### config.mk
export PLATFORM = sky130hd
export DESIGN_NAME = uart_rx_cfg
export DESIGN_NICKNAME = d
export VERILOG_FILES = /design/src/rtl/uart_rx_cfg.sv
export SDC_FILE = /design/constraint.sdc
export NUM_CORES = 1
export LEC_CHECK = 0
export CAP_MARGIN = 10
export CORE_MARGIN = 5
export CORE_UTILIZATION = 35
export CTS_CLUSTER_SIZE = 14
export DETAILED_ROUTE_END_ITERATION = 10
export DONT_BUFFER_PORTS = 1
export SKIP_LAST_GASP = 1
export SLEW_MARGIN = 5
export SYNTH_ARGS = -nofsm -noshare
export SYNTH_HDL_FRONTEND = slang
export SYNTH_SLANG_ARGS = --single-unit
### constraint.sdc
create_clock -name clk -period 2.1 [get_ports clk]
set_input_delay 0.21 -clock clk [delete_from_list [all_inputs] [get_ports clk]]
set_output_delay 0.21 -clock clk [all_outputs]
set_load 0.03 [all_outputs]
### src/rtl/uart_rx_cfg.sv
// uart_rx_cfg: configurable UART receiver (5-9 data bits, optional parity, 1-2 stop bits)
// with 3-sample majority voting, error flags and a valid/ready output with overrun detection.
module uart_rx_cfg #(
    parameter int CLK_FREQ   = 50_000_000,
    parameter int BAUD_RATE  = 115200,
    parameter int OVERSAMPLE = 16,
    parameter int DATA_BITS  = 8,
    parameter int PARITY     = 0,
    parameter int STOP_BITS  = 1
) (
    input  logic                 clk,
    input  logic                 reset,
    input  logic                 rxd,
    output logic [DATA_BITS-1:0] rx_data,
    output logic                 rx_valid,
    input  logic                 rx_ready,
    output logic                 parity_err,
    output logic                 frame_err,
    output logic                 overrun,
    output logic                 busy
);
    localparam int DIV_RAW = CLK_FREQ / (BAUD_RATE * OVERSAMPLE);
    localparam int DIV     = (DIV_RAW < 1) ? 1 : DIV_RAW;
    localparam int DW      = $clog2(DIV + 1);
    localparam int SW      = $clog2(OVERSAMPLE);
    localparam int BW      = $clog2(DATA_BITS);
    localparam logic [SW-1:0] SMP_LO  = SW'(OVERSAMPLE / 2 - 1);
    localparam logic [SW-1:0] SMP_MID = SW'(OVERSAMPLE / 2);
    localparam logic [SW-1:0] SMP_HI  = SW'(OVERSAMPLE / 2 + 1);
    localparam logic [SW-1:0] SMP_END = SW'(OVERSAMPLE - 1);

    typedef enum logic [2:0] {
        S_IDLE, S_START, S_DATA, S_PARITY, S_STOP, S_WAIT_HIGH
    } state_t;

    state_t                 state_q, state_d;
    logic [1:0]             sync_q, sync_d;
    logic [DW-1:0]          div_cnt_q, div_cnt_d;
    logic [SW-1:0]          samp_cnt_q, samp_cnt_d;
    logic [BW-1:0]          bit_cnt_q, bit_cnt_d;
    logic                   stop_cnt_q, stop_cnt_d;
    logic                   s0_q, s0_d, s1_q, s1_d;
    logic [DATA_BITS-1:0]   shift_q, shift_d;
    logic                   p_bad_q, p_bad_d, f_bad_q, f_bad_d;
    logic [DATA_BITS-1:0]   rx_data_q, rx_data_d;
    logic                   rx_valid_q, rx_valid_d;
    logic                   parity_err_q, parity_err_d;
    logic                   frame_err_q, frame_err_d;
    logic                   overrun_q, overrun_d;
    logic                   busy_q, busy_d;

    logic rxs, tick, sampling, maj_pt, end_pt, maj, par_xor, last_stop, complete, load;

    assign rxs       = sync_q[1];
    assign tick      = (div_cnt_q == DW'(DIV - 1));
    assign sampling  = tick && (state_q != S_IDLE) && (state_q != S_WAIT_HIGH);
    assign maj_pt    = sampling && (samp_cnt_q == SMP_HI);
    assign end_pt    = sampling && (samp_cnt_q == SMP_END);
    // third vote is the live sample at the majority point
    assign maj       = (s0_q & s1_q) | (s0_q & rxs) | (s1_q & rxs);
    assign par_xor   = ^{shift_q, maj};
    assign last_stop = (stop_cnt_q == 1'(STOP_BITS - 1));

    always_comb begin
        sync_d     = {sync_q[0], rxd};
        state_d    = state_q;
        div_cnt_d  = (state_q == S_IDLE || tick) ? '0 : div_cnt_q + 1'b1;
        samp_cnt_d = sampling ? ((samp_cnt_q == SMP_END) ? '0 : samp_cnt_q + 1'b1) : samp_cnt_q;
        bit_cnt_d  = bit_cnt_q;
        stop_cnt_d = stop_cnt_q;
        s0_d       = (sampling && samp_cnt_q == SMP_LO) ? rxs : s0_q;
        s1_d       = (sampling && samp_cnt_q == SMP_MID) ? rxs : s1_q;
        shift_d    = shift_q;
        p_bad_d    = p_bad_q;
        f_bad_d    = f_bad_q;
        complete   = 1'b0;
        case (state_q)
            S_IDLE: begin
                samp_cnt_d = '0;
                if (!rxs) begin
                    state_d = S_START;
                    p_bad_d = 1'b0;
                    f_bad_d = 1'b0;
                end
            end
            S_START: begin
                if (maj_pt && maj) begin
                    state_d = S_IDLE;
                end else if (end_pt) begin
                    state_d   = S_DATA;
                    bit_cnt_d = '0;
                end
            end
            S_DATA: begin
                if (maj_pt) shift_d = {maj, shift_q[DATA_BITS-1:1]};
                if (end_pt) begin
                    if (bit_cnt_q == BW'(DATA_BITS - 1)) begin
                        state_d    = (PARITY != 0) ? S_PARITY : S_STOP;
                        stop_cnt_d = 1'b0;
                    end else begin
                        bit_cnt_d = bit_cnt_q + 1'b1;
                    end
                end
            end
            S_PARITY: begin
                if (maj_pt) p_bad_d = (PARITY == 2) ? par_xor : ~par_xor;
                if (end_pt) begin
                    state_d    = S_STOP;
                    stop_cnt_d = 1'b0;
                end
            end
            S_STOP: begin
                if (maj_pt && !maj) f_bad_d = 1'b1;
                // frame ends at the final stop bit's vote so back-to-back frames are not missed
                if (maj_pt && last_stop) begin
                    complete = 1'b1;
                    state_d  = (f_bad_q || !maj) ? S_WAIT_HIGH : S_IDLE;
                end else if (end_pt) begin
                    stop_cnt_d = stop_cnt_q + 1'b1;
                end
            end
            S_WAIT_HIGH: if (rxs) state_d = S_IDLE;
            default: state_d = S_IDLE;
        endcase
        load         = complete && (!rx_valid_q || rx_ready);
        rx_valid_d   = complete ? 1'b1 : (rx_valid_q && !rx_ready);
        rx_data_d    = load ? shift_q : rx_data_q;
        parity_err_d = load ? p_bad_q : parity_err_q;
        frame_err_d  = load ? f_bad_d : frame_err_q;
        overrun_d    = complete && !load;
        busy_d       = (state_d != S_IDLE);
    end

    always_ff @(posedge clk) begin
        if (!reset) begin
            sync_q       <= 2'b11;
            state_q      <= S_IDLE;
            div_cnt_q    <= '0;
            samp_cnt_q   <= '0;
            bit_cnt_q    <= '0;
            stop_cnt_q   <= 1'b0;
            s0_q         <= 1'b0;
            s1_q         <= 1'b0;
            shift_q      <= '0;
            p_bad_q      <= 1'b0;
            f_bad_q      <= 1'b0;
            rx_data_q    <= '0;
            rx_valid_q   <= 1'b0;
            parity_err_q <= 1'b0;
            frame_err_q  <= 1'b0;
            overrun_q    <= 1'b0;
            busy_q       <= 1'b0;
        end else begin
            sync_q       <= sync_d;
            state_q      <= state_d;
            div_cnt_q    <= div_cnt_d;
            samp_cnt_q   <= samp_cnt_d;
            bit_cnt_q    <= bit_cnt_d;
            stop_cnt_q   <= stop_cnt_d;
            s0_q         <= s0_d;
            s1_q         <= s1_d;
            shift_q      <= shift_d;
            p_bad_q      <= p_bad_d;
            f_bad_q      <= f_bad_d;
            rx_data_q    <= rx_data_d;
            rx_valid_q   <= rx_valid_d;
            parity_err_q <= parity_err_d;
            frame_err_q  <= frame_err_d;
            overrun_q    <= overrun_d;
            busy_q       <= busy_d;
        end
    end

    assign rx_data    = rx_data_q;
    assign rx_valid   = rx_valid_q;
    assign parity_err = parity_err_q;
    assign frame_err  = frame_err_q;
    assign overrun    = overrun_q;
    assign busy       = busy_q;
endmodule

# Word level (Yosys, flattened, before mapping)
# Cells that the tools add are included.
# totals
output_inout_bits	13
input_bits	4
regBits	43
# op_classes
mux	31
n_addsub	4
n_eq_ne	22
bitwise_logic	8
n_reduce_logical	32
# ops
op	count
2-to-1 mux 3 bit	13
inequality test 2 bit (second input constant)	10
case mux 3 bit (6 select lines)	1
equality test 4 bit (second input constant)	3
logical AND 1 bit	12
2-to-1 mux 1 bit	12
equality test 3 bit (second input constant)	3
nonzero test 3 bit	3
XOR reduction 9 bit	1
equality test 3 x 2 -> 1 bit (second input constant)	2
case mux 3 bit (2 select lines)	1
AND reduction 6 bit	1
adder 5 x 1 -> 5 bit (second input constant)	1
equality test 5 bit (second input constant)	1
AND reduction 5 bit	1
adder 4 x 1 -> 4 bit (second input constant)	1
equality test 4 x 3 -> 1 bit (second input constant)	1
zero test 1 bit	4
2-to-1 mux 4 bit	1
case mux 1 bit (2 select lines)	2
nonzero test 2 bit	2
OR reduction 2 bit	2
adder 3 x 1 -> 3 bit (second input constant)	1
AND 1 bit	3
10 further kinds	15

# Longest topological paths before layout
# Gate-level depths: netlist (run 1).
# depth
depth_word	10
ltp_mapped	7
mapped_depth_nobuf	6

# Least setup slack after synthesis (run 1)
# Ideal clock, no wire load.
# synth_timing
path_kind	reg-to-reg
start	register div_cnt_q[0]
end	register samp_cnt_q[3]
arrival_time_ns	1.578
slack_ns	0.452
t_required_ns	2.030
path_stages_with_launch	8
setup_time_ns	0.070
path_buffers	1
cell_sequence	dfxtp_1 inv_1 ha_1 and4b_1 buf_4 o21ai_1 or3b_2 a21oi_1
# synth_via
elab_chain_len	3
# synth_lines
item	line	text
from (decl)	38	logic [DW-1:0] div_cnt_q, div_cnt_d;
from (signal assigned)	156	div_cnt_q <= div_cnt_d;
equality test 5 bit	55	assign tick = (div_cnt_q == DW'(DIV - 1));
logical AND 1 bit (2 in a row)	56	assign sampling = tick && (state_q != S_IDLE) && (state_q != S_WAIT_HIGH);
to (signal assigned)	157	samp_cnt_q <= samp_cnt_d;
to (decl)	39	logic [SW-1:0] samp_cnt_q, samp_cnt_d;
# Every way passes these cells.
# A chain may end at the register's enable or synchronous reset.

# Worst setup path after layout (run 1)
# layout_timing
start	register div_cnt_q[0]
end	register rx_data_q[0] (netlist: rx_data[0])
# layout_via
elab_chain_len	8
# layout_lines
item	line	text
equality test 5 bit	55	
logical AND 1 bit (2 in a row)	56	
logical AND 1 bit	57	assign maj_pt = sampling && (samp_cnt_q == SMP_HI);
logical AND 1 bit	115	if (maj_pt && last_stop) begin
2-to-1 mux 1 bit	115	
2-to-1 mux 1 bit	77	case (state_q)
logical AND 1 bit	125	load = complete && (!rx_valid_q || rx_ready);
to (signal assigned)	165	rx_data_q <= rx_data_d;
to (decl)	45	logic [DATA_BITS-1:0] rx_data_q, rx_data_d;
# Every way passes these cells.

==> out/qor.yml, run 1 <==
status:
  status: "complete, no violations"
clocking:
  tritoncts: "yes"
  path_clk_slew_ps: 80
  cts_buffers: 5
  root_buffer: "clkbuf_8"
  cts_buffer_depth: 2
  insertion_delay_ps: 300
  clock-sinks: 43
  htreeDepth: 2
sta:
  fin_tns_setup_ps: 0
  setup_viol: 0
  finalHoldViolations: 0
  finalCritPeriodShare_pct: 88.3
  slew_viol_final: 0
  clock_skew_ps: 8.46
  post-route-min-period_ps: 1860
  tightest_slew_ps: 539
  fmax_mhz: 539
  rsz0062_at_grt: "no"
  fin_hold_ws_ps: 17.3
  layout_setup_ws_ps: 245
  maxSlewHeadroom_pct: 63.8
setup_path:
  crit_chain: "inv_1 > ha_1 > and4b_1 > o2111ai_1 > nor3_2 > buf_4 > mux2i_1"
  crit_type: "flip-flop to flip-flop"
  crit_path_top_delay_cell: "dfxtp_1"
  crit_fanout: 10
  reg2reg_to: "rx_data[0]$_SDFFE_PN0P_"
  ff2ff_path_depth: 7
  path_delay_family: "simple AND/OR/NAND/NOR gates"
  required_ps: 2330
  startpoint: "div_cnt_q[0]$_SDFF_PP0_"
  cp_num_buf_inv: 2
  arrival_ps: 2080
  startpoint_type: "flip-flop"
  r2r_start: "div_cnt_q[0]$_SDFF_PP0_"
  end_kind: "flip-flop"
  crit_cells: 7
  r2r_slack_ps: 240
  slowest_delay_ps: 340
  crit_end: "rx_data[0]$_SDFFE_PN0P_"
synthesis:
  avgSynthCellArea_sq_um: 9.21
  ys_warn_count: 0
  syn-instance-count: 221
  synth-edff-count: 0
  ys_types: 42
  syn_area_sq_um: 2030
  synth.most_common_cell: "dfxtp_1"
  synth_seq_cells: 43
  yosys-top-cells-area: "dfxtp_1 42%, mux2i_1 10%, nand2_1 5.2%"
  ys.flop_type: "dfxtp_1"
  ys_async_sr_fraction_pct: 0
  ys_seq_area_share_pct: 42.3
  synthDominantCellAreaShare_pct: 42.3
  yosys.area.top_type: "dfxtp_1"
  synthesis.nets: 232
  synthTopCellsByCount: "43 x dfxtp_1, 28 x nand2_1, 21 x mux2i_1, 21 x nor2_1, 8 x inv_1"
job:
  maxCapViolations: 0
place:
  dp_cells: 288
  port_buffers: 0
  post-place-ws_ps: 217
  dp_hpwl_microns: 2770
  gp_congestion: 0.793
drt:
  dr_total_vias: 1498
  wl_per_cell_microns: 13.3
  wirelength_microns: 3940
  avgViaCountPerCell: 5.04
  final_antenna_net_count: 0
  drtIter0Drc: 142
  dr.pass1.iters: 4
  drc: 0
finish:
  fin_util_pct: 39.8
  nFillCells: 571
  multiInputGateArea_sq_um: 1080
  fin_cells: 297
  drive_gt1_share_pct: 9.78
  regArea_sq_um: 861
  n_antenna_cell: 0
  final_nets: 235
  synthToLayoutAreaGrowth_pct: 9.10
global_route:
  grt_pass1_vias: 1475
  grt_pass1_wl_microns: 6910
  grt-ovfl-total: 0
  grt_antenna_before_repair: 0
  grt_max_degree: 33
  grt_usage_pct: 11.5
pwr:
  powerDensity_nw_per_um2: 618
  leakagePower_nw: 0.791
  ir_drop_v: 0.000415
die:
  die_area_sq_um: 7440
  io_pins: 17
  coreArea_sq_um: 5570
  initial_core_util_pct: 36.5
  dieWidth_microns: 86.2
  fp.dieH_microns: 86.2
  row_count: 27
hold_path:
  hp-class: "primary input to flip-flop"
-- per-stage QoR --
| step | instance area [sq um] | power [mW] |
|---|---|---|
| floorplan | 2030 | 0.870 |
| global placement | 2120 | 0.871 |
| detailed placement | 2120 | 0.871 |
| CTS | 2220 | 1.39 |
| global route | 2220 | 1.44 |
| finish | 2220 | 1.37 |
-- placed cells by master, fill, tap and decap left out, types with 4 or more instances in the layout --
cell and n:
dfxtp_1 43, nand2_1 28, mux2i_1 21, nor2_1 21, inv_1 8, buf_4 8
ha_1 7, xnor2_1 6, a21oi_1 6, nor2b_1 5, nand3_1 5, xor2_1 5
or3_1 5, clkbuf_8 5, o2111ai_1 4
-- area by class of cell --
cell class              instances  share of cell area (%)
flip-flops and latches         43                    38.8
clock buffers                   6                    3.27
multi-input cells             156                    48.6
inverters                       9                    1.52
repair buffers                  9                    3.16
well taps                      72                    4.06
clock inverters                 2                   0.564
-- logic make-up (layout without fill, tap and decap cells) --
| group | Yosys count | after routing | share of synthesized area, % |
|---|---|---|---|
| muxes | 21 | 21 | 10.3 |
| xor gates and xnor gates | 12 | 12 | 5.84 |
| AOI/OAI and AO/OA | 30 | 30 | 10.5 |
| buffers and inverters | 22 | 26 | 4.86 |
| and+or+nand+nor | 85 | 85 | 21.3 |
| DFF | 43 | 43 | 42.3 |
| adders and majority gates | 8 | 8 | 4.80 |
-- power by group --
| group | internal [mW] | total, mW | switching, mW |
|---|---|---|---|
| Combinational | 0.0109 | 0.0276 | 0.0167 |
| Clock | 0.233 | 0.519 | 0.286 |
| Sequential | 0.819 | 0.826 | 0.00703 |
-- worst reg2reg max path: stages, from the launching register on --
cell,delay [ps]
dfxtp_1,340
inv_1,60
ha_1,150
and4b_1,300
o2111ai_1,250
nor3_2,230
buf_4,240
mux2i_1,210
-- state kept, by name, indices dropped and copies added (netlist names), 2 cells and up --
name and count:
rx_data 8, div_cnt_q 5, sync_q 2, state_q 3, samp_cnt_q 4, bit_cnt_q 3
shift_q 8
-- routing by layer --
metal  part of all wire, %  vias to the layer above  track usage (%)
li1                      -                      772                -
met1                    50                      701             14.6
met2                    46                       17             18.8
met3                   2.8                        8             2.66
met4                   1.7                        0             4.67
met5                     0                        -                0
-- timing repair --
| item | 4_1_cts | 5_1_grt |
|---|---|---|
| buffers inserted | 0 | 0 |
| hold buffers | 1 | 0 |
| endpoints found under the hold margin | 2 | 0 |
| setup endpoints to repair | 0 | 1 |
| resized for setup | 0 | 1 |
-- how the worst min path moves through the flow --
stage | startpoint | to | cells after the start | slack (ps)
final | rxd | sync_q[0]$_SDFF_PN1_ | 1 | 20
after global routing | rxd | sync_q[0]$_SDFF_PN1_ | 1 | 8
after detailed placement | reset | sync_q[1]$_SDFF_PN1_ | 1 | 290
after CTS | rxd | sync_q[0]$_SDFF_PN1_ | 1 | 10
after floorplan | rxd | sync_q[0]$_SDFF_PN1_ | 1 | 310
after global placement | reset | sync_q[1]$_SDFF_PN1_ | 1 | 290
Power figures use the tool's default switching activity.
==> run 2: changes to the inputs <==
Settings changed: ABC_AREA from default to 1.
==> run 2 against run 1 <==
  * Design area grew 6.0%
  * Total power is 17% higher
  * Global-route usage increased by 0.43 points
  * Sequential share of layout area shrank 2.2 points
  * Flip-flop and latch count unchanged
  * Register-to-register slack better by 30 ps
  * Combinational power rose to 3.6 times the previous value
  * Clock-buffer cell count decreased by 1
  * Setup slack better by 31 ps
==> out/qor.yml, run 2 <==
clocking:
  holdBufCountCts: 0  # -1
  cts_resized: 0  # unchanged
  cts_buffer_depth: 2  # unchanged
  path_clk_slew_ps: 90  # about the same
  cts_buffers: 5  # unchanged
  root_buffer: "clkbuf_8"
  insertion_delay_ps: 300  # about the same
  clock-sinks: 43  # unchanged
  tritoncts: "yes"
  postCtsSetupRepairBufs: 0  # unchanged
  htreeDepth: 2  # unchanged
die:
  coreArea_sq_um: 5990  # +7.5%
  fp.dieH_microns: 88.8  # +3.0%
  initial_core_util_pct: 36.3  # -0.18 points
  die_area_sq_um: 7890  # +6.1%
  dieWidth_microns: 88.8  # +3.0%
  row_count: 28  # +3.7%
  io_pins: 17  # unchanged
synthesis:
  synth_seq_cells: 43  # unchanged
  avgSynthCellArea_sq_um: 7.06  # -23%
  synthTopCellsByCount: "76 x nand2_1, 43 x dfxtp_1, 40 x inv_1"
  ys.flop_type: "dfxtp_1"
  ys_warn_count: 0  # unchanged
  syn_area_sq_um: 2180  # +6.9%
  synthDominantCellAreaShare_pct: 39.6  # -2.7 points
  synth-xor-area-share_pct: 0.805  # -5.0 points
  synthesis.nets: 319  # +38%
  synth.mux.area_fraction_pct: 0  # -10 points
  synth_compound_area_share_pct: 11.4  # +0.87 points
  ys_async_sr_fraction_pct: 0  # unchanged
  yosys-top-cells-area: "dfxtp_1 40%, nand2_1 13%, inv_1 6.9%"
  synth.most_common_cell: "nand2_1"
  ys_seq_area_share_pct: 39.6  # -2.7 points
  synthAdderAreaFrac_pct: 4.03  # -0.77 points
  yosys.area.top_type: "dfxtp_1"
  syn-instance-count: 308  # +39%
  synth-edff-count: 0  # unchanged
  yosys.area_share.simple_pct: 34.3  # +13 points
  synth_top_family_by_area: "simple AND/OR/NAND/NOR gates"
  ys_types: 33  # -21%
sta:
  post-route-min-period_ps: 1820  # -31.2 ps
  setup_viol: 0  # unchanged
  fin_tns_setup_ps: 0  # unchanged
  rsz0062_at_grt: "no"
  slew_viol_final: 0  # unchanged
  fmax_mhz: 548  # +1.7%
  finalCritPeriodShare_pct: 86.9  # -1.5 points
  maxSlewHeadroom_pct: 74.5  # +11 points
  finalHoldViolations: 0  # unchanged
  clock_skew_ps: 7.66  # -0.793 ps
  tightest_slew_ps: 381  # -158 ps
setup_path:
  crit_path_top_delay_cell: "dfxtp_1"
  crit_end: "rx_data[0]$_SDFFE_PN0P_"
  required_ps: 2300  # -30 ps
  crit_chain: "inv_1 > ha_1 > nand2_1 > nor2_1 > inv_2 > nor2_8 > nand2_4 > nor2_4 > nand2_1 > nand2_1 > a21oi_2"
  r2r_slack_ps: 280  # +30 ps
  ff2ff_path_depth: 11  # +4
  slowest_delay_ps: 340  # about the same
  reg2reg_to: "rx_data[0]$_SDFFE_PN0P_"
  crit_path_frequent_cell: "nand2_1"
  r2r_start: "div_cnt_q[0]$_SDFF_PP0_"
  arrival_ps: 2020  # -60 ps
  crit_fanout: 11  # +1
  startpoint: "div_cnt_q[0]$_SDFF_PP0_"
  end_kind: "flip-flop"
  crit_type: "flip-flop to flip-flop"
  startpoint_type: "flip-flop"
global_route:
  grt_max_degree: 19  # -42%
  grtUsageMet3_pct: 3.35  # +0.69 points
  grt_usage_pct: 11.9  # +0.43 points
  grt_antenna_before_repair: 0  # unchanged
  grt-ovfl-total: 0  # unchanged
  gr-usage-met1_pct: 14.6  # -0.035 points
  grt_pass1_vias: 1720  # +17%
  grt_pass1_wl_microns: 7370  # +6.7%
  use_met2_pct: 19.5  # +0.72 points
  grt_most_used_layer: "met2"
status:
  status: "complete, no violations"
place:
  dpl-instance-area_sq_um: 2240  # +5.4%
  dp_hpwl_microns: 3190  # +15%
  gp_congestion: 0.773  # -2.5%
  dp_cells: 379  # +32%
  port_buffers: 0  # unchanged
pwr:
  ir_drop_v: 0.000271  # -35%
  leakagePower_nw: 1.00  # +27%
  powerDensity_nw_per_um2: 683  # +10%
drt:
  avgViaCountPerCell: 4.68  # -7.3%
  drc: 0  # unchanged
  dr.pass1.iters: 5  # +1
  wirelength_microns: 4250  # +7.9%
  drtIter0Drc: 53  # -63%
  dr_total_vias: 1810  # +21%
  final_antenna_net_count: 0  # unchanged
  wl_per_cell_microns: 11.0  # -17%
finish:
  fin_util_pct: 39.3  # -0.56 points
  synthToLayoutAreaGrowth_pct: 8.11
  final_area_sq_um: 2350  # +6.0%
  final_nets: 322  # +37%
  final_cell_mix: "76 x nand2_1, 43 x dfxtp_1, 40 x inv_1"
  n_antenna_cell: 0  # unchanged
  drive_gt1_share_pct: 10.9  # +1.1 points
  fin_cells: 387  # +30%
  layout_commonest_cell: "nand2_1"
job:
  maxCapViolations: 0  # unchanged
hold_path:
  min_delay_path_depth: 1  # unchanged
  hp-class: "primary input to flip-flop"
## run 2: how the worst min path moves through the flow
stage | slack, ps | startpoint | to
6_report | 10 | rxd | sync_q[0]$_SDFF_PN1_
5_1_grt | 0.4 | rxd | sync_q[0]$_SDFF_PN1_
4_1_cts | 5 | rxd | sync_q[0]$_SDFF_PN1_
3_5_place_dp | 320 | rxd | sync_q[0]$_SDFF_PN1_
3_3_place_gp | 320 | rxd | sync_q[0]$_SDFF_PN1_
2_1_floorplan | 320 | rxd | sync_q[0]$_SDFF_PN1_
## run 2: final cells by class
class                   instances  area (sq um)
clock inverters                 3          43.8
clock buffers                   5          68.8
fillers                       629          3640
repair buffers                  2          15.0
multi-input cells             214          1100
well taps                      75          93.8
inverters                      45           171
flip-flops and latches         43           861
## run 2: critical path, delay by kind of cell (launching register included)
kind | cells | cell delay, ps
compound gates | 1 | 60
simple gates | 7 | 1000
flops | 1 | 340
buf+inv | 2 | 170
fa+ha+maj | 1 | 140
## run 2: cell families (layout without fill, tap and decap cells)
group                    Yosys count  after routing
XOR/XNOR                           2              2
AO/OA/AOI/OAI                     45             45
adder cells (fa/ha/maj)            7              7
AND/OR/NAND/NOR                  160            160
buffers and inverters             51             55
flip-flops                        43             43
## run 2: per-layer routing
metal / wire length, microns / vias up
met5: 0 / -
met4: 76 / 0
met3: 139 / 5
met2: 1920 / 17
met1: 2110 / 804
li1: - / 984
## run 2: through the flow
step / setup slack, ps / power (mW) / hold slack [ps]
2_1_floorplan: 522 / 0.954 / 317
3_3_place_gp: 273 / 0.970 / 320
3_5_place_dp: 268 / 0.972 / 319
4_1_cts: 254 / 1.63 / 5.02
5_1_grt: 66.2 / 1.68 / 0.395
6_report: 276 / 1.61 / 10.9
## run 2: where the power goes
| part | switching, mW | total (mW) | internal (mW) |
|---|---|---|---|
| Clock | 0.301 | 0.655 | 0.354 |
| Combinational | 0.0678 | 0.100 | 0.0325 |
| Sequential | 0.0191 | 0.851 | 0.832 |
| Total | 0.388 | 1.61 | 1.22 |
